<file path="src/rtl/uart_pkg.sv">
// Shared UART definitions: FSM state encoding (RX and TX) and parity modes.
package uart_pkg;

    typedef enum logic [2:0] {
        ST_IDLE,
        ST_START,
        ST_DATA,
        ST_PARITY,
        ST_STOP
    } uart_state_e;

    localparam logic PAR_EVEN = 1'b0;
    localparam logic PAR_ODD  = 1'b1;

endpackage

</file>
<file path="src/rtl/uart_rx_sync.sv">
// Two-flop synchroniser for the asynchronous serial line.
module uart_rx_sync #(
    parameter logic RST_VAL = 1'b1
) (
    input  logic clk,
    input  logic rst,
    input  logic d,
    output logic q
);

    logic meta;

    always_ff @(posedge clk) begin
        if (rst) begin
            meta <= RST_VAL;
            q    <= RST_VAL;
        end else begin
            meta <= d;
            q    <= meta;
        end
    end

endmodule

</file>
<file path="src/rtl/uart_rx_cfg.sv">
// Configurable UART receiver with parity/framing/break detection
// and a valid/ready output holding register with overrun pulse.
module uart_rx_cfg
    import uart_pkg::*;
#(
    parameter int unsigned CLKS_PER_BIT = 521,
    parameter int unsigned DATA_BITS    = 8,
    parameter int unsigned PARITY_EN    = 0,
    parameter int unsigned PARITY_ODD   = 0,
    parameter int unsigned STOP_BITS    = 1
) (
    input  logic                 rx_clk,
    input  logic                 rst,
    input  logic                 rx_in,
    output logic [DATA_BITS-1:0] rx_data,
    output logic                 rx_valid,
    input  logic                 rx_ready,
    output logic                 parity_err,
    output logic                 frame_err,
    output logic                 break_det,
    output logic                 overrun
);

    localparam int unsigned CW = $clog2(CLKS_PER_BIT);
    localparam int unsigned BW = $clog2(DATA_BITS);
    localparam logic [CW-1:0] MID  = CW'((CLKS_PER_BIT - 1) / 2);
    localparam logic [CW-1:0] LAST = CW'(CLKS_PER_BIT - 1);
    localparam logic [BW-1:0] LAST_BIT = BW'(DATA_BITS - 1);
    localparam logic LAST_STOP = 1'(STOP_BITS - 1);
    localparam logic PAR_MODE = (PARITY_ODD != 0) ? PAR_ODD : PAR_EVEN;

    uart_state_e          state;
    logic [CW-1:0]        cnt;
    logic [BW-1:0]        bitpos;
    logic                 stop_idx;
    logic [DATA_BITS-1:0] shift;
    logic                 pbit;
    logic                 perr;
    logic                 ferr;
    logic                 rxs;
    logic                 done;
    logic                 fin_ferr;
    logic                 fin_brk;

    uart_rx_sync #(.RST_VAL(1'b1)) u_sync (
        .clk (rx_clk),
        .rst (rst),
        .d   (rx_in),
        .q   (rxs)
    );

    always_comb begin
        done     = (state == ST_STOP) && (cnt == LAST)
                   && (stop_idx == LAST_STOP);
        fin_ferr = ferr | ~rxs;
        fin_brk  = ~|shift & ~pbit & fin_ferr;
    end

    // Counter restarts at the start-bit midpoint, so LAST lands mid-bit.
    always_ff @(posedge rx_clk) begin
        if (rst) begin
            state    <= ST_IDLE;
            cnt      <= '0;
            bitpos   <= '0;
            stop_idx <= 1'b0;
            shift    <= '0;
            pbit     <= 1'b0;
            perr     <= 1'b0;
            ferr     <= 1'b0;
        end else begin
            unique case (state)
                ST_IDLE: begin
                    cnt <= '0;
                    if (!rxs) begin
                        state <= ST_START;
                        pbit  <= 1'b0;
                        perr  <= 1'b0;
                        ferr  <= 1'b0;
                    end
                end
                ST_START: begin
                    if (cnt == MID) begin
                        cnt    <= '0;
                        bitpos <= '0;
                        state  <= rxs ? ST_IDLE : ST_DATA;
                    end else begin
                        cnt <= cnt + 1'b1;
                    end
                end
                ST_DATA: begin
                    if (cnt == LAST) begin
                        cnt           <= '0;
                        shift[bitpos] <= rxs;
                        if (bitpos == LAST_BIT) begin
                            stop_idx <= 1'b0;
                            state    <= (PARITY_EN != 0) ? ST_PARITY : ST_STOP;
                        end else begin
                            bitpos <= bitpos + 1'b1;
                        end
                    end else begin
                        cnt <= cnt + 1'b1;
                    end
                end
                ST_PARITY: begin
                    if (cnt == LAST) begin
                        cnt   <= '0;
                        pbit  <= rxs;
                        perr  <= ((^shift) ^ rxs) != PAR_MODE;
                        state <= ST_STOP;
                    end else begin
                        cnt <= cnt + 1'b1;
                    end
                end
                ST_STOP: begin
                    if (cnt == LAST) begin
                        cnt <= '0;
                        if (!rxs) ferr <= 1'b1;
                        if (stop_idx == LAST_STOP) state <= ST_IDLE;
                        else stop_idx <= 1'b1;
                    end else begin
                        cnt <= cnt + 1'b1;
                    end
                end
                default: state <= ST_IDLE;
            endcase
        end
    end

    always_ff @(posedge rx_clk) begin
        if (rst) begin
            rx_data    <= '0;
            rx_valid   <= 1'b0;
            parity_err <= 1'b0;
            frame_err  <= 1'b0;
            break_det  <= 1'b0;
            overrun    <= 1'b0;
        end else begin
            overrun <= 1'b0;
            if (done) begin
                if (!rx_valid || rx_ready) begin
                    rx_data    <= shift;
                    parity_err <= perr;
                    frame_err  <= fin_ferr;
                    break_det  <= fin_brk;
                    rx_valid   <= 1'b1;
                end else begin
                    overrun <= 1'b1;
                end
            end else if (rx_valid && rx_ready) begin
                rx_valid <= 1'b0;
            end
        end
    end

endmodule

</file>
<file path="config.mk">
export PLATFORM = sky130hd
export DESIGN_NAME = uart_rx_cfg
export DESIGN_NICKNAME = d
export VERILOG_FILES = /design/src/rtl/uart_pkg.sv /design/src/rtl/uart_rx_sync.sv /design/src/rtl/uart_rx_cfg.sv
export SDC_FILE = /design/constraint.sdc
export NUM_CORES = 1
export LEC_CHECK = 0
export ABC_AREA = 1
export CAP_MARGIN = 20
export CORE_AREA = 2 2 69 71
export DETAILED_ROUTE_END_ITERATION = 10
export DIE_AREA = 0 0 71 73
export HOLD_SLACK_MARGIN = 0.06
export PLACE_DENSITY = 0.75
export REMOVE_ABC_BUFFERS = 1
export SETUP_SLACK_MARGIN = 0.2
export SLEW_MARGIN = 10
export SYNTH_ARGS = -nofsm -noshare
export SYNTH_HDL_FRONTEND = slang
export SYNTH_HIERARCHICAL = 1
export SYNTH_SLANG_ARGS = --single-unit
</file>
<file path="constraint.sdc">
create_clock -name rx_clk -period 1.36 [get_ports rx_clk]
set_clock_uncertainty 0.05 [all_clocks]
set_input_delay 0.272 -clock rx_clk [delete_from_list [all_inputs] [get_ports rx_clk]]
set_output_delay 0.272 -clock rx_clk [all_outputs]
set_load 0.005 [all_outputs]
</file>
Word-level counts from Yosys, hierarchy flattened
Cells that the tools add are included.
{ "op_classes": {"reduce_logical": 26, "n_bitwise": 8, "n_eq_ne": 17, "magnitude_cmp": 2, "mux": 36, "add_sub_neg": 2} }
{ "op_table": {"columns": ["op", "n"], "rows": [
  ["$mux 3", 10],
  ["$pmux 10 s3", 1],
  ["$mux 10", 2],
  ["$ne 2x2->1 const B", 8],
  ["$pmux 3 s5", 1],
  ["$mux 1", 14],
  ["$reduce_and 4->1", 3],
  ["$add 10x1->10 const B", 1],
  ["$eq 10x10->1 const B", 1],
  ["$eq 10x9->1 const B", 1],
  ["$reduce_bool 2->1", 5],
  ["$bwmux 8", 1],
  ["$pmux 1 s2", 4],
  ["$reduce_or 8->1", 1],
  ["$reduce_xor 8->1", 1],
  ["$reduce_and 7->1", 1],
  ["$eq 3x2->1 const B", 2],
  ["$eq 3x3->1 const B", 2],
  ["$pmux 3 s2", 1],
  ["$reduce_and 2->1", 3],
  ["$logic_and 1x1->1", 4],
  ["$lt 3x4->1 const B", 1],
  ["$ne 2x1->1 const B", 2],
  ["$not 1->1", 4],
  ["15 further kinds", 17]
]} }
{ "totals": {"wordCells": 107, "reg_bits": 43, "inputBits": 4} }

Depth between registers and ports, before layout
Gate-level depths: netlist (run 1).
{ "logic_depth": {"depth_word": 5, "depth_mapped": 12, "ltp_nobuf": 12} }

By module
The synthesis (run 1) kept the hierarchy.
{ "modules_own_cells": {"columns": ["module", "area_each_um2", "instances", "cells_each", "seq_area_each_um2"], "rows": [
  ["uart_rx_cfg", 2195.9, 1, 320, 800.8],
  ["uart_rx_sync", 58.8, 1, 7, 40.0]
]} }

Worst setup path before layout (run 1)
No wires, ideal clock.
{ "synth_timing": {"kind": "register -> register", "startpoint": "register cnt[0]", "endpoint": "register bitpos[1]", "n_path_buf": 0, "t_required_ns": 1.181, "synth_period_minus_slack_ns": 1.490, "path_stages_with_launch": 13, "arrival_time_ns": 1.311, "setup_ns": 0.129, "setup_slack_ns": -0.130, "cell_sequence": "dfxtp_1 inv_1 ha_1 nand3_1 nor2_2 nand2_4 nand2_1 nand2_1 inv_2 nand2_1 nand2_1 nand2_1 nor2_1"} }
{ "synth_between": {"elab_chain_len": 3} }
{ "synth_lines": {"columns": ["element", "line", "source"], "rows": [
  ["start, declared", "uart_rx_cfg.sv:33", "logic [CW-1:0] cnt;"],
  ["start signal, assigned", "uart_rx_cfg.sv:87", "cnt <= cnt + 1'b1;"],
  ["start signal, assigned", "uart_rx_cfg.sv:101", "cnt <= cnt + 1'b1;"],
  ["start signal, assigned", "uart_rx_cfg.sv:111", "cnt <= cnt + 1'b1;"],
  ["$eq 10x10->1 / $eq 10x9->1 (equally long branches)", "uart_rx_cfg.sv:91, uart_rx_cfg.sv:82", null],
  ["$ne 2x2->1 (no line)", null, null],
  ["$reduce_and 4->1 (no line) (*)", null, null],
  ["end signal, assigned", "uart_rx_cfg.sv:98", "bitpos <= bitpos + 1'b1;"],
  ["end, declared", "uart_rx_cfg.sv:34", "logic [BW-1:0] bitpos;"]
]} }
Every way passes the cells marked *; elsewhere a longest branch is shown, timed or not.
A chain may end at the register's enable or synchronous reset.

Worst setup path in the final report (run 1)
{ "layout_timing": {"startpoint": "register cnt[1]", "endpoint": "register shift[0]"} }
{ "layout_between": {"elab_chain_len": 2} }
{ "layout_lines": {"columns": ["element", "line", "source"], "rows": [
  ["$eq 10x10->1", "uart_rx_cfg.sv:91", "if (cnt == LAST) begin"],
  ["$reduce_and 2->1 (no line)", null, null],
  ["end signal, assigned by index", "uart_rx_cfg.sv:93", "shift[bitpos] <= rxs;"],
  ["end, declared", "uart_rx_cfg.sv:36", "logic [DATA_BITS-1:0] shift;"]
]} }
No other way between the ends.

==> summary.md, run 1 <==
| Metric | Value |
|---|---|
| DRT iter0 DRCs | 160 |
| Count of final setup violators | 37 |
| Via count | 2274 |
| Post-CTS Hold Buffers | 0 |
| HP Class | reg -> reg |
| Sequential fraction of the synthesis area | 0.373 |
| Largest net degree at the start of global routing | 24 |
| RSZ-0062 raised after global routing | yes |
| Crit. End Element | register |
| Setup Total Neg Slack | -6.93 ns |
| Slack of the critical path | -0.242 ns |
| I/O Buffers | 16 |
| Nets | 405 |
| CTS Buffer Depth | 2 |
| Rel. slew slack | 0.781 |
| Multi-input logic area | around 0.0014 sq mm |
| Area contributors post-synth | dfxtp_1 37%, nand2_1 14%, inv_1 8.0% |
| Pwr dens | 1280 mW/mm^2 |
| RePlAce Congestion | just under 0.9 |
| Critical path arrival | 1.79 ns |
| DRT antenna net count | 0 |
| Clk_lat worst skew | 0.30 ns |
| Vias in the first global route | 2110 |
| Initial antenna violation count | 0 |
| FMAX | 624 MHz |
| Core Area | 0.00454 sq mm |
| Final hold slack | 0.381 ns |
| Yosys warning count | 6 |
| GRT Overall Usage | 0.217 |
| I/O pins | 17 |
| DP Wirelength | 3620 um |
| DR top layer | met4 |
| Fin crit share | 1.18 |
| Wire length on met1 | between 2000 and 2500 um |
| CP Class | reg -> reg |
| DRC violations left | 0 |
| Fraction of layout cells with a size suffix above 1 | 0.437 |
| VDD IR-drop max | 0.671 mV |
| Worst setup SP type | register |
| Fillers | ~320 |
| Yosys reg bits | 42 |
| Syn Std Cell Area | about 0.0023 sq mm |
| Met2 WL post-DR | 3090 um |
| CTS Buf Count | 5 |
| CTS tree | yes |
| Avg Inst Size Synth | 6.89 sq um |
| Post-layout minimum cycle time | 1.60 ns |
| WL per Instance | 13.2 um |
| Grt ovf | 0 |
| Register area | 871 sq um |
| First-pass DRT Iterations | 4 |
| Worst Max-Slew Pin Slew | 0.326 ns |
| Area leader, netlist | dfxtp_1 |
| Endpoints failing hold | 0 |
| Starting Density | 0.497 |
| Row count | 25 |
| Layout Cells excl Fill | 448 |
| Die Wd | 71 um |
| Die height | ~73 um |
| Post-synth top area share | 0.373 |
| Number of H-tree levels | 2 |
| Cell count after synthesis | ~330 |
| Total die area | slightly above 0.005 sq mm |
| Area added between synthesis and finish | 42.6% |
| Failing checks | setup timing |
| Synth unique cells | 31 |
| Worst-path fanout max | 8 |
| Placed cells | 434 |
| P_leak | 1.46 nW |
| Vias/cell | slightly above 5 |
| Max-slew violations | 0 |
| Max-cap viol count | 0 |
| Outcome | finished with violations |
| Met3 wire length | 260 um |
| Ant. Diodes | 0 |
| Root buf cell | clkbuf_8 |
| Tot Pwr | 4.10 mW |
| Clock transition at path regs | 0.08 ns |
| First-pass GRT wire length | between 9000 and 10000 um |
| WL final | approximately 6000 um |
| Most frequent cells in the layout | 69 x nand2_1, 46 x buf_4, 39 x inv_1 |
| Worst Path Required | 1.55 ns |
| Commonest non-fill, non-tap cell in the layout | nand2_1 |
| Num Clock Sinks | 42 |
-- worst paths after layout --
check | startpoint | endpoint | cells past startpoint | slack (ns)
setup / recovery | cnt[1] | shift[0] | 10 | -0.24
hold / removal | u_sync/meta | u_sync/q | 2 | 0.38
setup reg to reg | cnt[1] | shift[0] | 10 | -0.24
hold reg to reg | u_sync/meta | u_sync/q | 2 | 0.38
-- state kept, by name, indices dropped and copies added, names as in the netlist, 3 cells and up --
signal	cells
cnt	10
rx_data	8
shift	8
state	3
bitpos	3
-- stage by stage --
stage                     instance area [sq um]  utilization  setup slack [ns]
final                                      3220        0.709            -0.242
after global routing                       3220        0.709            -0.338
after CTS                                  3100        0.683            -0.224
after detailed placement                   2790        0.615            -0.261
after global placement                     2790        0.615            -0.213
after floorplan                            2210            -            -0.374
-- cells in the mapped netlist --
cell type and n:
nand3_2 1, o21ai_1 2, nand2_1 86, nand3b_1 2, inv_2 4, a21oi_2 3, dfxtp_1 42, xor2_1 1
nand4_1 3, nor2_4 3, a21oi_1 21, nor3_1 2, inv_1 48, buf_2 3, buf_6 2, nor2_2 5
o21a_1 6, nor3_4 1, nand3_1 23, a21o_1 1, ha_1 8, nor2_1 29, clkbuf_4 1, nor3_2 1
xnor2_1 1, or2_2 3, o21ai_2 1, nand2_2 4, o21ai_0 16, nand2_4 3, clkbuf_1 1
-- power breakdown --
part	internal, mW	switching [mW]	total [mW]
combinational	0.692	1.01	1.70
sequential	1.32	0.0869	1.41
clock	0.548	0.445	0.993
total	2.56	1.54	4.10
-- what timing repair did --
item,4_1_cts,5_1_grt
resized for setup,79,64
endpoints found under the setup margin,53,52
buffers inserted,4,2
pin swaps,14,18
-- final cells by class --
cell class,instances,area share
multi-input combinational,226,0.448
inverter,52,0.0630
clock inverter,2,0.0117
clock buffer,6,0.0226
tap,54,0.0210
sequential,42,0.271
timing repair buffer,66,0.163
-- per-layer routing --
metal  GRT usage  up-vias
met1       0.261     1050
li1            -     1156
met3      0.0428       14
met2       0.388       54
met5           0        -
met4      0.0734        0
-- logic make-up (layout without fill, tap and decap cells) --
family	count (synthesis)	in the layout	share of synthesized area
DFF	42	42	0.373
and+or+nand+nor	166	166	0.341
xor gates and xnor gates	2	2	0.00777
adders and majority gates	8	8	0.0444
buffers and inverters	59	126	0.108
AOI/OAI and AO/OA	50	50	0.125
-- worst max-delay path: stages, from the launching register on --
cell and delay (ns):
dfxtp_2 0.33, inv_2 0.07, ha_4 0.15, nand3_4 0.08, nor2_4 0.15, nand2_8 0.12
buf_6 0.14, nor2_4 0.13, nand2_2 0.08, a21oi_2 0.12, o21a_1 0.11
(Power assumes the default switching activity.)
==> inputs of run 2 (changes only) <==
--- a/config.mk
+++ b/config.mk
@@ -8,6 +8,7 @@
 export ABC_AREA = 1
 export CAP_MARGIN = 20
 export CORE_AREA = 2 2 69 71
+export CTS_CLUSTER_DIAMETER = 30
 export DETAILED_ROUTE_END_ITERATION = 10
 export DIE_AREA = 0 0 71 73
 export HOLD_SLACK_MARGIN = 0.06
==> results of run 2 <==
Same layout as run 1: the final DEF is identical, and so are final timing and power.
==> inputs of run 3 (changes only) <==
--- a/config.mk
+++ b/config.mk
@@ -7,12 +7,12 @@
 export LEC_CHECK = 0
 export ABC_AREA = 1
 export CAP_MARGIN = 20
-export CORE_AREA = 2 2 69 71
+export CORE_AREA = 2 2 65 67
 export CTS_CLUSTER_DIAMETER = 30
 export DETAILED_ROUTE_END_ITERATION = 10
-export DIE_AREA = 0 0 71 73
+export DIE_AREA = 0 0 67 69
 export HOLD_SLACK_MARGIN = 0.06
-export PLACE_DENSITY = 0.75
+export PLACE_DENSITY = 0.8
 export REMOVE_ABC_BUFFERS = 1
 export SETUP_SLACK_MARGIN = 0.2
 export SLEW_MARGIN = 10
==> constraint.sdc (replaced) <==
create_clock -name rx_clk -period 2 [get_ports rx_clk]
set_clock_uncertainty 0.05 [all_clocks]
set_input_delay 0.4 -clock rx_clk [delete_from_list [all_inputs] [get_ports rx_clk]]
set_output_delay 0.4 -clock rx_clk [all_outputs]
set_load 0.005 [all_outputs]
==> summary.md, run 3 (synthesis gave the netlist of run 1 again) <==
| Metric | Value |
|---|---|
| Outcome | completed |
| GRT Overall Usage | 0.211 |
| Initial antenna violation count | 0 |
| Pre-CTS setup slack | 0.291 ns |
| Number of H-tree levels | 2 |
| Ant. Diodes | 0 |
| FMAX | 583 MHz |
| Worst setup SP type | register |
| Num Clock Sinks | 42 |
| Fraction of layout cells with a size suffix above 1 | 0.160 |
| P_leak | 1.20 nW |
| Switching share of total power | 0.372 |
| Clk_lat worst skew | roughly 0.3 ns |
| Row count | 23 |
| I/O Buffers | 16 |
| I/O pins | 17 |
| Top flop regs | cnt: 10 flops, rx_data: 8 flops, shift: 8 flops |
| Starting Density | 0.576 |
| WL final | 4870 um |
| CP Class | reg -> reg |
| Core Area | 0.00391 sq mm |
| Commonest non-fill, non-tap cell in the layout | nand2_1 |
| DRT iter0 DRCs | 116 |
| Comb pwr share | 0.316 |
| Max-cap viol count | 0 |
| Most frequent cells in the layout | 86 x nand2_1, 46 x inv_1, 40 x dfxtp_1 |
| Final hold slack | 0.363 ns |
| P_int | about 1.4 mW |
| DRC violations left | 0 |
| Die Wd | about 67 um |
| First-pass DRT Iterations | 4 |
| WL per Instance | 12.0 um |
| VDD IR-drop max | roughly 0.68 mV |
| CTS Buf Count | 5 |
| HP Class | reg -> reg |
| Slack of the critical path | 0.285 ns |
| Nets | 368 |
| Critical path arrival | 1.91 ns |
| Total die area | 0.00462 sq mm |
| Rel. slew slack | 0.680 |
| First-pass GRT wire length | 7680 um |
| Setup Total Neg Slack | 0 ns |
| Worst Max-Slew Pin Slew | 0.479 ns |
| P_sw | 827 uW |
| Max-slew violations | 0 |
| CTS Buffer Depth | 2 |
| Vias in the first global route | around 1800 |
| Root buf cell | clkbuf_8 |
| Worst-path fanout max | 7 |
| DP Wirelength | 3140 um |
| Grt ovf | 0 |
| Via count | 2117 |
| Area added between synthesis and finish | 20.3% |
| Largest net degree at the start of global routing | 24 |
| Clock transition at path regs | 0.08 ns |
| DRT antenna net count | 0 |
| Endpoints failing hold | 0 |
| Crit. End Element | register |
| CTS tree | yes |
| Pwr dens | 820 mW/mm^2 |
| Worst Path Required | about 2.2 ns |
| RePlAce Congestion | 0.887 |
| Fin crit share | 0.857 |
| Register share of total power | 0.438 |
| Largest register FFs | 10 |
| Top reg by flops | cnt |
| Die height | 69 um |
| Vias/cell | 5.20 |
| RSZ-0062 raised after global routing | no |
| Count of final setup violators | 0 |
| Clock group share of total power | 0.245 |
| Post-layout minimum cycle time | 1.71 ns |
-- run 3: changes by cell type in the layout (fill, tap and decap cells not counted), sizes merged --
cell           delta
clkinv            +2
bufinv            -1
clkdlybuf4s15     -1
dlymetal6s2s      -1
clkdlybuf4s50    +13
buf              -39
clkbuf            -9
clkinvlp          -1
-- run 3: per-stage QoR --
stage | cell area (sq um) | instances | utilization | total power [mW]
3_3_place_gp | 2450 | 389 | 0.626 | 1.59
2_1_floorplan | 2210 | 320 | - | 1.48
6_report | 2710 | 407 | 0.693 | 2.22
3_5_place_dp | 2450 | 389 | 0.626 | 1.61
5_1_grt | 2710 | 407 | 0.693 | 2.37
4_1_cts | 2540 | 397 | 0.648 | 2.16
-- run 3: layout make-up --
cell class | instances | area [sq um]
multi-input combinational | 226 | 1200
clock buffer | 6 | 72.6
fill | 320 | 1200
clock inverter | 2 | 13.8
sequential | 42 | 846
inverter | 52 | 195
tap | 50 | 62.6
timing repair buffer | 29 | 317
-- run 3: worst max-delay path, cell delays in order, from the launching register on --
cell	delay, ns
dfxtp_2	0.34
inv_2	0.09
ha_4	0.15
nand3_4	0.08
nor2_4	0.13
nand2_4	0.09
nor3_4	0.24
buf_12	0.16
clkbuf_16	0.14
o21ai_0	0.08
a21oi_2	0.11
-- run 3: what timing repair did --
item	CTS	global route
setup buffers	0	7
hold buffers	0	0
setup endpoints to repair	0	21
gates resized for setup	0	15
-- run 3: final timing paths --
kind	to	from	cells after the start	slack (ns)
setup / recovery	rx_data[6]	cnt[1]	10	0.29
hold / removal	u_sync/q	u_sync/meta	2	0.36
setup reg to reg	rx_data[6]	cnt[1]	10	0.29
hold reg to reg	u_sync/q	u_sync/meta	2	0.36
-- run 3: power by group through the flow --
stage / registers [mW] / logic [mW] / clock network, mW
2_1_floorplan: 0.975 / 0.503 / 0
3_3_place_gp: 0.989 / 0.605 / 0
3_5_place_dp: 0.992 / 0.617 / 0
4_1_cts: 0.973 / 0.628 / 0.557
5_1_grt: 0.982 / 0.790 / 0.599
6_report: 0.974 / 0.703 / 0.546
-- run 3: routing by layer --
metal | track usage | share of wire
met1 | 0.268 | 0.48
met2 | 0.339 | 0.45
met3 | 0.0587 | 0.043
met4 | 0.0703 | 0.024
met5 | 0 | 0
